$ cat src/rtl/stream_reduce_pkg.sv
// Shared definitions for the multi-channel stream reducer: fold modes and
// signed saturation limits used by the lanes when STREAM_REDUCE_SAT_EN is defined.
package stream_reduce_pkg;

   localparam logic [1:0] MODE_ADD = 2'd0;
   localparam logic [1:0] MODE_MAX = 2'd1;
   localparam logic [1:0] MODE_MIN = 2'd2;

   function automatic logic signed [63:0] sat_hi(input int unsigned w);
      return (64'sd1 <<< (w - 1)) - 64'sd1;
   endfunction

   function automatic logic signed [63:0] sat_lo(input int unsigned w);
      return -(64'sd1 <<< (w - 1));
   endfunction

endpackage

$ cat src/rtl/stream_reduce_lane.sv
// One reduction lane: loads the first sample of a group, then folds ADD/MAX/MIN.
// Saturating ADD and the sticky clip flag are active when SAT_EN is set.
module stream_reduce_lane
   import stream_reduce_pkg::*;
#(
   parameter int WIDTH  = 32,
   parameter bit SAT_EN = 1'b0
) (
   input  logic                    CLK,
   input  logic                    RST_N,
   input  logic                    start,
   input  logic                    en,
   input  logic [1:0]              mode,
   input  logic signed [WIDTH-1:0] d,
   output logic signed [WIDTH-1:0] acc,
   output logic                    sat
);

   localparam logic signed [WIDTH:0] P_HI = (WIDTH+1)'(sat_hi(WIDTH));
   localparam logic signed [WIDTH:0] P_LO = (WIDTH+1)'(sat_lo(WIDTH));

   logic signed [WIDTH-1:0] r_acc;
   logic                    r_sat;
   logic signed [WIDTH:0]   w_sum;
   logic signed [WIDTH-1:0] w_add;
   logic signed [WIDTH-1:0] w_nxt;
   logic                    w_clip;
   logic                    w_is_add;

   always_comb begin
      // One guard bit is enough to detect overflow of a two-operand add.
      w_sum    = {r_acc[WIDTH-1], r_acc} + {d[WIDTH-1], d};
      w_add    = w_sum[WIDTH-1:0];
      w_clip   = 1'b0;
      w_is_add = (mode != MODE_MAX) && (mode != MODE_MIN);
      if (SAT_EN) begin
         if (w_sum > P_HI) begin
            w_add  = P_HI[WIDTH-1:0];
            w_clip = 1'b1;
         end else if (w_sum < P_LO) begin
            w_add  = P_LO[WIDTH-1:0];
            w_clip = 1'b1;
         end
      end
      case (mode)
         MODE_MAX: w_nxt = (d > r_acc) ? d : r_acc;
         MODE_MIN: w_nxt = (d < r_acc) ? d : r_acc;
         default:  w_nxt = w_add;
      endcase
   end

   always_ff @(posedge CLK or negedge RST_N) begin
      if (!RST_N) begin
         r_acc <= '0;
         r_sat <= 1'b0;
      end else if (start) begin
         r_acc <= d;
         r_sat <= 1'b0;
      end else if (en) begin
         r_acc <= w_nxt;
         r_sat <= r_sat | (w_clip & w_is_add);
      end
   end

   assign acc = r_acc;
   assign sat = r_sat;

endmodule

$ cat src/rtl/stream_reduce_multi.sv
// Multi-channel streaming reducer: per-lane ADD/MAX/MIN fold over runtime-sized groups.
// Define STREAM_REDUCE_SAT_EN for saturating ADD and the sticky osat output.
module stream_reduce_multi
   import stream_reduce_pkg::*;
#(
   parameter int WIDTH    = 32,
   parameter int CHANNELS = 4,
   parameter int MAX_SIZE = 256,
   parameter int CNT_W    = $clog2(MAX_SIZE + 1)
) (
   input  logic                      CLK,
   input  logic                      RST_N,
   input  logic                      clear,
   input  logic                      ivalid,
   input  logic [CHANNELS*WIDTH-1:0] idata,
   input  logic [CNT_W-1:0]          size,
   input  logic [1:0]                mode,
   output logic                      ovalid,
   output logic [CHANNELS*WIDTH-1:0] odata,
   output logic                      vdata,
`ifdef STREAM_REDUCE_SAT_EN
   output logic                      osat,
`endif
   output logic [CNT_W-1:0]          ocount
);

`ifdef STREAM_REDUCE_SAT_EN
   localparam bit P_SAT_EN = 1'b1;
`else
   localparam bit P_SAT_EN = 1'b0;
`endif

   logic                      r_v1;
   logic [CHANNELS*WIDTH-1:0] r_d1;
   logic [CNT_W-1:0]          r_size1;
   logic [1:0]                r_mode1;
   logic                      r_in_grp;
   logic [CNT_W-1:0]          r_count;
   logic [CNT_W-1:0]          r_cur_size;
   logic [1:0]                r_cur_mode;
   logic                      r_ovalid;
   logic                      r_vdata;

   logic                      w_take;
   logic                      w_start;
   logic [CNT_W-1:0]          w_size_eff;
   logic [CNT_W-1:0]          w_cnt_nxt;
   logic [CNT_W-1:0]          w_size_cmp;
   logic                      w_last;
   logic [1:0]                w_mode_sel;
   logic [CHANNELS*WIDTH-1:0] w_odata;
   logic [CHANNELS-1:0]       w_sat;

   // Stage 1: size/mode travel with the sample so a group samples them alongside its first datum.
   always_ff @(posedge CLK or negedge RST_N) begin
      if (!RST_N) begin
         r_v1    <= 1'b0;
         r_d1    <= '0;
         r_size1 <= '0;
         r_mode1 <= '0;
      end else begin
         r_v1    <= ivalid;
         r_d1    <= idata;
         r_size1 <= size;
         r_mode1 <= mode;
      end
   end

   always_comb begin
      if (r_size1 == '0)
         w_size_eff = CNT_W'(1);
      else if (r_size1 > CNT_W'(MAX_SIZE))
         w_size_eff = CNT_W'(MAX_SIZE);
      else
         w_size_eff = r_size1;
   end

   assign w_take     = r_v1 & ~clear;
   assign w_start    = w_take & ~r_in_grp;
   assign w_cnt_nxt  = r_in_grp ? r_count + CNT_W'(1) : CNT_W'(1);
   assign w_size_cmp = r_in_grp ? r_cur_size : w_size_eff;
   assign w_last     = (w_cnt_nxt == w_size_cmp);
   assign w_mode_sel = r_in_grp ? r_cur_mode : r_mode1;

   // Stage 2: group control; clear wins over the sample sitting in stage 1.
   always_ff @(posedge CLK or negedge RST_N) begin
      if (!RST_N) begin
         r_in_grp   <= 1'b0;
         r_count    <= '0;
         r_cur_size <= '0;
         r_cur_mode <= '0;
         r_ovalid   <= 1'b0;
         r_vdata    <= 1'b0;
      end else begin
         r_ovalid <= w_take;
         r_vdata  <= w_take & w_last;
         if (clear) begin
            r_in_grp <= 1'b0;
            r_count  <= '0;
         end else if (r_v1) begin
            r_count  <= w_cnt_nxt;
            r_in_grp <= ~w_last;
            if (w_start) begin
               r_cur_size <= w_size_eff;
               r_cur_mode <= r_mode1;
            end
         end
      end
   end

   for (genvar g = 0; g < CHANNELS; g++) begin : g_lane
      stream_reduce_lane #(
         .WIDTH  (WIDTH),
         .SAT_EN (P_SAT_EN)
      ) u_lane (
         .CLK   (CLK),
         .RST_N (RST_N),
         .start (w_start),
         .en    (w_take),
         .mode  (w_mode_sel),
         .d     (r_d1[g*WIDTH +: WIDTH]),
         .acc   (w_odata[g*WIDTH +: WIDTH]),
         .sat   (w_sat[g])
      );
   end

   assign ovalid = r_ovalid;
   assign vdata  = r_vdata;
   assign ocount = r_count;
   assign odata  = w_odata;

`ifdef STREAM_REDUCE_SAT_EN
   assign osat = |w_sat;
`else
   logic w_sat_unused;
   assign w_sat_unused = |w_sat;
`endif

endmodule

$ cat config.mk
export PLATFORM = sky130hd
export DESIGN_NAME = stream_reduce_multi
export DESIGN_NICKNAME = d
export VERILOG_FILES = /design/src/rtl/stream_reduce_pkg.sv /design/src/rtl/stream_reduce_lane.sv /design/src/rtl/stream_reduce_multi.sv
export SDC_FILE = /design/constraint.sdc
export NUM_CORES = 1
export LEC_CHECK = 0
export ABC_CLOCK_PERIOD_IN_PS = 3650
export CAP_MARGIN = 20
export CORE_UTILIZATION = 51
export CTS_CLUSTER_SIZE = 8
export DETAILED_ROUTE_END_ITERATION = 12
export DONT_BUFFER_PORTS = 1
export PLACE_DENSITY_LB_ADDON = 0.2
export SLEW_MARGIN = 10
export SYNTH_ARGS = -nofsm -noshare
export SYNTH_HDL_FRONTEND = slang
export SYNTH_SLANG_ARGS = --single-unit
$ cat constraint.sdc
create_clock -name CLK -period 3.65 [get_ports CLK]
set_clock_uncertainty 0.15 [all_clocks]
set_input_delay 0.73 -clock CLK [delete_from_list [all_inputs] [get_ports CLK]]
set_output_delay 0.73 -clock CLK [all_outputs]
set_load 0.01 [all_outputs]
==> results.sh, run 1 <==
export IMPL_final_common_cell="dfrtp_1"
export IMPL_worstSkewPairLatency_ns=0.56
export IMPL_ys_async_sr_fraction_pct=100
export IMPL_violations="negative hold slack"
export IMPL_wirelength_mm=51.0
export IMPL_synth_cell_type_count=80
export IMPL_yosysTopAreaCell="dfrtp_1"
export IMPL_worst_setup_path_end_kind="flop"
export IMPL_period_needed_ns=3.56
export IMPL_dieArea_um2=40100
export IMPL_synth_cells=2293
export IMPL_wire_per_inst_um=17.7
export IMPL_seq_area_frac_synth_pct=36.4
export IMPL_postSynthAreaPerCell_um2=8.73
export IMPL_relSlewSlack_pct=55.1
export IMPL_finalSetupViolations=0
export IMPL_viasPerCell=5.65
export IMPL_root_buffer="clkbuf_16"
export IMPL_crit_top_cell="o211ai_2"
export IMPL_grt_pass1_vias=16100
export IMPL_worstPathMaxFanout=3
export IMPL_routed_via_count=16300
export IMPL_dr_pass1_iters=5
export IMPL_core_area_um2=38600
export IMPL_tightest_slew_ns=0.673
export IMPL_track_usage_pct=25.3
export IMPL_path_clk_slew_ns=0.05
export IMPL_critical_path_class="reg2reg"
export IMPL_drcViolationCount=0
export IMPL_max_clock_path_buffers=3
export IMPL_cts_sinks=291
export IMPL_synth_top_area_share_pct=36.4
export IMPL_holdWs_ns=-0.280
export IMPL_critPathMaxStageDelay_ns=0.44
export IMPL_pin_count=282
export IMPL_rsz0062_at_grt="true"
export IMPL_finalPower_uw=19400
export IMPL_final_cell_mix="288 x dfrtp_1, 254 x ha_1, 244 x inv_1, 234 x a21oi_1, 221 x nor2_1"
export IMPL_post_dp_hpwl_mm=37.6
export IMPL_finalHoldViolCount=291
export IMPL_drv_slew=0
export IMPL_cts_tree="built"
export IMPL_hp_class="in2async"
export IMPL_status="complete, but fails checks"
export IMPL_drt_iter0_drc=833
export IMPL_synthToLayoutAreaGrowth_pct=12.3
export IMPL_power_leakage_uw=0.0104
export IMPL_grt_pass1_wl_mm=83.0
export IMPL_ys_ff_latch=291
export IMPL_critPathArrivalTime_ns=3.84
export IMPL_startpoint_type="flop"
export IMPL_synth_edf_count=0
export IMPL_cts_buffers=43
export IMPL_vdd_drop_max_uv=489
export IMPL_gp_congestion=0.971
export IMPL_drv_cap=0
export IMPL_required_ns=3.93
export IMPL_synth_nets=2695
export IMPL_fin_crit_sh_pct=97.4
export IMPL_fin_nets=2742
export IMPL_crit_chain="ha_1, inv_1, fa_2, nor2_4, o221ai_2, a2111o_1, o211ai_2, a311oi_2, o211ai_2, a31oi_1, or4_1, o211ai_2, xnor2_1, a221o_1"
export IMPL_grt_max_degree=292
export IMPL_syn_cell_area_um2=20000
export IMPL_initial_core_util_pct=51.8
export IMPL_die_y_um=200
export IMPL_synthFlopType="dfrtp_1"
export IMPL_powerDensity_nw_per_um2=864
export IMPL_overflow=0
export IMPL_drive_gt1_share_pct=8.34
export IMPL_netlist_top_cells_area="dfrtp_1 36%, ha_1 16%, a21oi_1 5.9%"
export IMPL_fmax_ghz=0.281
export IMPL_yosys_warnings=0
export IMPL_cpMaxStageDelayCell="or4_1"
export IMPL_row_count=72
export IMPL_h_tree_depth=2
export IMPL_fp_dieW_um=200
export IMPL_antenna_found_initial=8
export IMPL_portBuffers=0
export IMPL_antenna_left=0
## per-stage QoR
stage / cell area, µm² / utilization (%) / TNS, ns / setup slack, ns / cells
finish: 22500 / 58.2 / 0 / 0.0933 / 2875
global route: 22500 / 58.2 / -0.0382 / -0.0275 / 2871
CTS: 22300 / 57.6 / 0 / 0.0195 / 2866
detailed placement: 21100 / 54.5 / 0 / 0.0195 / 2811
global placement: 21100 / 54.5 / 0 / 0.128 / 2811
floorplan: 20000 / - / 0 / 0.217 / 2293
## final timing paths
path | startpoint | to | slack [ns] | cells after the start
worst max-delay path | r_d1[96]$_DFF_PN0_ | g_lane[3].u_lane.acc[30]$_DFFE_PN0P_ | 0.09 | 14
worst min-delay path | RST_N | r_d1[104]$_DFF_PN0_ | -0.28 | 0
worst max register to register | r_d1[96]$_DFF_PN0_ | g_lane[3].u_lane.acc[30]$_DFFE_PN0P_ | 0.09 | 14
worst min register to register | r_cur_mode[1]$_DFFE_PN0P_ | r_cur_mode[1]$_DFFE_PN0P_ | 0.35 | 1
max in group asynchronous | RST_N | g_lane[1].u_lane.acc[13]$_DFFE_PN0P_ | 3.02 | 0
min in group CLK | idata[41] | r_d1[41]$_DFF_PN0_ | 0.04 | 0
## worst max-delay path, delay by kind of cell, from the launching register on
| family | cells | cell delay (ns) |
|---|---|---|
| flops | 1 | 0.37 |
| simple gates | 2 | 0.58 |
| fa+ha+maj | 2 | 0.54 |
| compound gates | 8 | 1.65 |
| xor+xnor | 1 | 0.08 |
| buf+inv | 1 | 0.05 |
## logic make-up (layout without fill, tap and decap cells)
group	Yosys count	after routing	share of synthesized area, %
other	0	7	0
XOR/XNOR	129	129	5.64
AND/OR/NAND/NOR	600	600	13.7
multiplexers	25	25	1.31
buffers and inverters	328	385	6.19
AO/OA/AOI/OAI	661	661	20.5
adder cells (fa/ha/maj)	259	259	16.3
flip-flops	291	291	36.4
## what timing repair did
item / in CTS / in global routing
gates resized for setup: 0 / 40
setup buffers: 0 / 2
setup endpoints to repair: 0 / 52
hold endpoints to repair: 291 / 291
## layer usage
layer  global-route usage (%)  vias up  share of wire (%)
met2                     41.5      403                 47
met1                     32.4     7731                 43
met3                     6.70       92                6.9
li1                         -     8025                  -
met4                     8.43        4                3.1
met5                        0        -              0.057
## sequential cells by signal, summed over array words and instances, names as in the netlist
name               count
g_lane.u_lane.acc    128
r_d1                 128
ocount                 9
r_cur_size             9
r_size1                9
r_cur_mode             2
r_mode1                2
ovalid                 1
r_in_grp               1
r_v1                   1
vdata                  1
## cell type report
class	instances	area, µm²
antenna	7	17.5
sequential	291	7290
clock buffer	52	1150
timing repair buffer	84	713
fill	3323	16200
multi-input combinational	1674	11700
clock inverter	3	30.0
tap	518	648
inverter	246	923
## report_power, final
| group | leakage [µW] | internal (µW) | switching (µW) |
|---|---|---|---|
| clock | 0.000579 | 2180 | 1400 |
| sequential | 0.00350 | 4040 | 1140 |
| combinational | 0.00632 | 4520 | 6140 |
| total | 0.0104 | 10700 | 8690 |
## cells in the mapped netlist (16+ instances only)
master / instances
xor2_1: 22
nor2b_1: 24
o21ai_0: 151
nand2_1: 169
a211oi_1: 23
nor2_1: 222
nor3_1: 32
nand4_1: 29
clkbuf_1: 69
or3_1: 17
o31ai_1: 28
mux2i_1: 16
o211ai_1: 28
ha_1: 255
nand2b_1: 29
dfrtp_1: 291
inv_1: 244
a21o_1: 33
nand3_1: 28
a21oi_1: 236
xnor2_1: 107
o21bai_1: 37
(Power assumes the default switching activity.)
==> run 2: changes to the inputs <==
--- a/config.mk
+++ b/config.mk
@@ -7,6 +7,7 @@
 export LEC_CHECK = 0
 export ABC_CLOCK_PERIOD_IN_PS = 3650
 export CAP_MARGIN = 20
+export CORE_MARGIN = 4
 export CORE_UTILIZATION = 51
 export CTS_CLUSTER_SIZE = 8
 export DETAILED_ROUTE_END_ITERATION = 12
==> constraint.sdc (replaced) <==
create_clock -name CLK -period 3.65 [get_ports CLK]
set_clock_uncertainty 0.15 [all_clocks]
set_input_delay 1.095 -clock CLK [delete_from_list [all_inputs] [get_ports CLK]]
set_output_delay 1.095 -clock CLK [all_outputs]
set_load 0.01 [all_outputs]
==> results.sh, run 2 (same netlist as run 1, synthesis figures left out) <==
export IMPL_status="finished clean"
export IMPL_worstSkewPairLatency_ns=0.55
export IMPL_rsz0062_at_grt="true"
export IMPL_placed_area_um2=21300
export IMPL_antenna_found_initial=10
export IMPL_gr_max_usage_layer="met2"
export IMPL_fill_cells=3481
export IMPL_cts_buffers=42
export IMPL_post_cts_buffers=0
export IMPL_grt_util_met2_pct=40.2
export IMPL_cts_tree="built"
export IMPL_gr_usage_met1_pct=31.6
export IMPL_powerDensity_nw_per_um2=862
export IMPL_hp_class="in2async"
export IMPL_die_y_um=206
export IMPL_overflow=0
export IMPL_dr_pass1_iters=5
export IMPL_drt_iter0_drc=862
export IMPL_synthToLayoutAreaGrowth_pct=12.7
export IMPL_final_cell_mix="289 x dfrtp_1, 255 x ha_1, 244 x inv_1, 233 x a21oi_1, 222 x nor2_1"
export IMPL_initial_core_util_pct=51.7
export IMPL_period_needed_ns=3.51
export IMPL_drv_slew=0
export IMPL_multiInputGateArea_um2=11700
export IMPL_finalPower_uw=19500
export IMPL_required_ns=3.93
export IMPL_grt_pass1_vias=16100
export IMPL_viasPerCell=5.65
export IMPL_r2r_end="g_lane[1].u_lane.acc[28]$_DFFE_PN0P_"
export IMPL_startpoint_type="flop"
export IMPL_drive_gt1_share_pct=8.68
export IMPL_vdd_drop_max_uv=452
export IMPL_grt_pass1_wl_mm=84.0
export IMPL_critical_path_class="reg2reg"
export IMPL_fp_dieW_um=206
export IMPL_path_clk_slew_ns=0.06
export IMPL_power_leakage_uw=0.0105
export IMPL_wire_per_inst_um=18.4
export IMPL_root_buffer="clkbuf_16"
export IMPL_routed_via_count=16300
export IMPL_finalHoldViolCount=0
export IMPL_fin_crit_sh_pct=96.3
export IMPL_antenna_left=0
export IMPL_cts_sinks=291
export IMPL_tightest_slew_ns=0.803
export IMPL_relSlewSlack_pct=46.4
export IMPL_final_common_cell="dfrtp_1"
export IMPL_r2r_start="g_lane[1].u_lane.acc[8]$_DFFE_PN0P_"
export IMPL_r2r_cells=13
export IMPL_h_tree_depth=2
export IMPL_max_clock_path_buffers=3
export IMPL_critPathArrivalTime_ns=3.80
export IMPL_fin_area_um2=22600
export IMPL_drv_cap=0
export IMPL_wirelength_mm=53.3
export IMPL_met3_usage_pct=5.70
export IMPL_worst_setup_path_end_kind="flop"
export IMPL_core_area_um2=38700
export IMPL_track_usage_pct=24.4
export IMPL_finalSetupViolations=0
export IMPL_post_dp_hpwl_mm=39.6
export IMPL_fmax_ghz=0.285
export IMPL_worstPathMaxFanout=5
export IMPL_pin_count=282
export IMPL_fin_nets=2762
export IMPL_portBuffers=0
export IMPL_dieArea_um2=42500
export IMPL_regArea_um2=7280
export IMPL_row_count=72
export IMPL_reg2reg_slack_ns=0.14
export IMPL_grt_max_degree=292
export IMPL_drcViolationCount=0
export IMPL_gp_congestion=0.941
## run 2: changes by cell type in the layout (fill, tap and decap cells not counted), sizes merged
cell / previous run / this run
diode: 7 / 10
clkbuf: 52 / 46
clkinv: 3 / 1
buf: 84 / 105
## run 2: layout make-up
type / instances / share of cell area (%)
repair buffers: 105 / 4.05
clock inverters: 1 / 0.0388
multi-input cells: 1674 / 51.6
well taps: 518 / 2.87
flip-flops and latches: 291 / 32.3
clock buffers: 46 / 4.91
inverters: 246 / 4.09
diodes: 10 / 0.111
## run 2: where the power goes
part           switching (µW)  internal, µW
Sequential               1100          4040
Combinational            6230          4610
Clock                    1370          2100
## run 2: worst max-delay path, cell delays in order (launching register included)
cell      delay (ns)
dfrtp_1         0.35
inv_1           0.05
ha_1            0.37
nor3_1          0.33
o21ai_0         0.21
o21a_1          0.17
a31o_2          0.25
o31ai_1         0.22
a21oi_1         0.14
o41ai_1         0.38
a311o_1         0.28
a21boi_1        0.09
xnor2_1         0.13
a221o_1         0.29
## run 2: worst max-delay path by stage
stage / startpoint / endpoint / cells after the start
finish: g_lane[1].u_lane.acc[8]$_DFFE_PN0P_ / g_lane[1].u_lane.acc[28]$_DFFE_PN0P_ / 13
global route: g_lane[3].u_lane.acc[6]$_DFFE_PN0P_ / g_lane[3].u_lane.acc[27]$_DFFE_PN0P_ / 13
CTS: g_lane[3].u_lane.acc[6]$_DFFE_PN0P_ / g_lane[3].u_lane.acc[27]$_DFFE_PN0P_ / 13
detailed placement: g_lane[3].u_lane.acc[6]$_DFFE_PN0P_ / g_lane[3].u_lane.acc[27]$_DFFE_PN0P_ / 13
global placement: g_lane[1].u_lane.acc[1]$_DFFE_PN0P_ / g_lane[1].u_lane.acc[31]$_DFFE_PN0P_ / 13
floorplan: g_lane[3].u_lane.acc[0]$_DFFE_PN0P_ / g_lane[3].u_lane.acc[30]$_DFFE_PN0P_ / 14
## run 2: through the flow
step | util [%] | cells | setup WS, ns | hold WS [ns] | TNS, ns
finish | 58.2 | 2891 | 0.135 | 0.0954 | 0
global route | 58.2 | 2886 | -0.0363 | 0.0772 | -0.100
CTS | 57.9 | 2881 | 0.0196 | 0.0730 | 0
detailed placement | 55.0 | 2834 | 0.0178 | 0.343 | 0
global placement | 55.0 | 2834 | 0.155 | 0.334 | 0
floorplan | - | 2293 | 0.217 | 0.319 | 0
## run 2: what timing repair did
| action | 4_1_cts | 5_1_grt |
|---|---|---|
| endpoints found under the setup margin | 0 | 25 |
| gates resized for setup | 0 | 25 |
| hold buffers | 0 | 0 |
## run 2: layer usage
layer / wire [µm] / share of wire, %
met2: 24800 / 47
met1: 23100 / 43
met5: 0 / 0
met4: 1760 / 3.3
met3: 3650 / 6.9
==> run 3: changes to the inputs <==
--- a/config.mk
+++ b/config.mk
@@ -8,7 +8,7 @@
 export ABC_CLOCK_PERIOD_IN_PS = 3650
 export CAP_MARGIN = 20
 export CORE_MARGIN = 4
-export CORE_UTILIZATION = 51
+export CORE_UTILIZATION = 65
 export CTS_CLUSTER_SIZE = 8
 export DETAILED_ROUTE_END_ITERATION = 12
 export DONT_BUFFER_PORTS = 1
==> results.sh, run 3 (same netlist as run 1, synthesis figures left out) <==
export IMPL_die_y_um=184
export IMPL_wirelength_mm=51.8
export IMPL_drt_iter0_drc=1135
export IMPL_startpoint_type="flop"
export IMPL_critPathArrivalTime_ns=3.86
export IMPL_fin_area_um2=22300
export IMPL_status="finished clean"
export IMPL_netSwitchingPower_uw=8750
export IMPL_rsz0062_at_grt="true"
export IMPL_routed_via_count=16600
export IMPL_fin_crit_sh_pct=98.2
export IMPL_core_area_um2=30500
export IMPL_final_util_pct=73.1
export IMPL_grt_pass1_wl_mm=83.6
export IMPL_tightest_slew_ns=0.745
export IMPL_crit_top_cell="o211ai_2"
export IMPL_vdd_drop_max_uv=730
export IMPL_finalHoldViolCount=0
export IMPL_pwr_share_comb_pct=55.5
export IMPL_grt_max_degree=292
export IMPL_portBuffers=0
export IMPL_root_buffer="clkbuf_16"
export IMPL_cts_tree="built"
export IMPL_max_clock_path_buffers=3
export IMPL_placed_area_um2=21000
export IMPL_drv_slew=0
export IMPL_synthToLayoutAreaGrowth_pct=11.4
export IMPL_drcViolationCount=0
export IMPL_path_clk_slew_ns=0.05
export IMPL_dr_pass1_iters=5
export IMPL_worst_setup_path_end_kind="flop"
export IMPL_final_common_cell="dfrtp_1"
export IMPL_antenna_left=0
export IMPL_finalSetupViolations=0
export IMPL_p_int_uw=10700
export IMPL_h_tree_depth=2
export IMPL_relSlewSlack_pct=49.9
export IMPL_clkPwrFrac_pct=17.5
export IMPL_powerDensity_nw_per_um2=871
export IMPL_gp_congestion=0.962
export IMPL_viasPerCell=6.04
export IMPL_hp_class="in2async"
export IMPL_post_dp_hpwl_mm=38.1
export IMPL_wire_per_inst_um=18.8
export IMPL_initial_core_util_pct=65.6
export IMPL_cts_sinks=291
export IMPL_crit_chain="ha_2, inv_1, fa_2, nor2_4, o221ai_2, a2111o_1, o211ai_2, a311oi_2, o211ai_2, a31oi_1, or4_1, o211ai_2, xnor2_1, a221o_1"
export IMPL_drv_cap=0
export IMPL_cpMaxStageDelayCell="or4_1"
export IMPL_fp_dieW_um=184
export IMPL_finalPower_uw=19400
export IMPL_row_count=64
export IMPL_power_leakage_uw=0.0104
export IMPL_required_ns=3.93
export IMPL_worstPathMaxFanout=3
export IMPL_overflow=0
export IMPL_critPathMaxStageDelay_ns=0.43
export IMPL_critical_path_class="reg2reg"
export IMPL_drive_gt1_share_pct=8.35
export IMPL_pin_count=282
export IMPL_cts_buffers=42
export IMPL_antenna_found_initial=11
export IMPL_fmax_ghz=0.279
export IMPL_fin_nets=2745
export IMPL_track_usage_pct=30.2
export IMPL_period_needed_ns=3.58
export IMPL_switching_share_pct=45.1
export IMPL_p_seq_share_pct=26.9
export IMPL_r2r_cells=14
export IMPL_worstSkewPairLatency_ns=0.56
export IMPL_final_cell_mix="290 x dfrtp_1, 250 x ha_1, 244 x inv_1, 232 x a21oi_1, 222 x nor2_1"
export IMPL_dieArea_um2=33700
export IMPL_grt_pass1_vias=16600
## run 3: cell count changes in the layout (fill, tap and decap cells not counted), moves of 2 or more
cell,delta
clkbuf_1,+2
diode_2,-4
buf_4,-16
buf_12,-2
o41ai_1,-2
ha_2,+5
ha_1,-5
o41ai_2,+2
## run 3: repair_timing
action,CTS,global route
hold buffers,0,0
setup endpoints to repair,0,36
buffers inserted,0,4
gates resized for setup,0,38
## run 3: power by group through the flow
| stage | Combinational [µW] | Sequential [µW] | Clock (µW) |
|---|---|---|---|
| 6_report | 10800 | 5230 | 3400 |
| 5_1_grt | 12000 | 5360 | 3620 |
| 4_1_cts | 10400 | 5230 | 3480 |
| 3_5_place_dp | 10300 | 5270 | 0 |
| 3_3_place_gp | 10100 | 5230 | 0 |
| 2_1_floorplan | 7670 | 5080 | 0 |
## run 3: per-stage QoR
step	setup WS [ns]	cells	setup TNS (ns)	hold WS, ns
floorplan	0.217	2293	0	0.319
CTS	0.00898	2739	0	0.0715
global placement	0.110	2691	0	0.336
global route	-0.122	2746	-0.201	0.0759
finish	0.0661	2749	0	0.0902
detailed placement	0.0341	2691	0	0.341
## run 3: layout make-up
type                            instances  area [µm²]
Multi-Input combinational cell       1674       11700
Fill cell                            2258        8210
Sequential cell                       291        7280
Clock buffer                           47        1100
Inverter                              246         923
Timing Repair Buffer                   88         764
Tap cell                              396         495
Antenna cell                            6        15.0
Clock inverter                          1        8.76
## run 3: worst paths after layout
| path | start | to | slack, ns |
|---|---|---|---|
| hold reg to reg | r_cur_size[7]$_DFFE_PN0P_ | r_cur_size[7]$_DFFE_PN0P_ | 0.35 |
| setup / recovery | g_lane[3].u_lane.acc[0]$_DFFE_PN0P_ | g_lane[3].u_lane.acc[30]$_DFFE_PN0P_ | 0.07 |
| min in group CLK | r_cur_size[7]$_DFFE_PN0P_ | r_cur_size[7]$_DFFE_PN0P_ | 0.35 |
| setup reg to reg | g_lane[3].u_lane.acc[0]$_DFFE_PN0P_ | g_lane[3].u_lane.acc[30]$_DFFE_PN0P_ | 0.07 |
| hold / removal | RST_N | g_lane[3].u_lane.acc[9]$_DFFE_PN0P_ | 0.09 |
| max in group asynchronous | RST_N | r_cur_size[7]$_DFFE_PN0P_ | 3.01 |
## run 3: routing by layer
metal,GRT usage [%],vias to the layer above,share of wire [%]
li1,-,8032,-
met4,12.8,10,3.8
met1,38.2,7819,41
met3,8.73,133,8.7
met5,0,-,0.13
met2,48.8,616,46
## run 3: critical path: cells and delay by family, from the launching register on
family	cells	cell delay, ns
adders and majority gates	2	0.56
buffers and inverters	1	0.05
and+or+nand+nor	2	0.57
DFF	1	0.35
AOI/OAI and AO/OA	8	1.68
xor gates and xnor gates	1	0.09
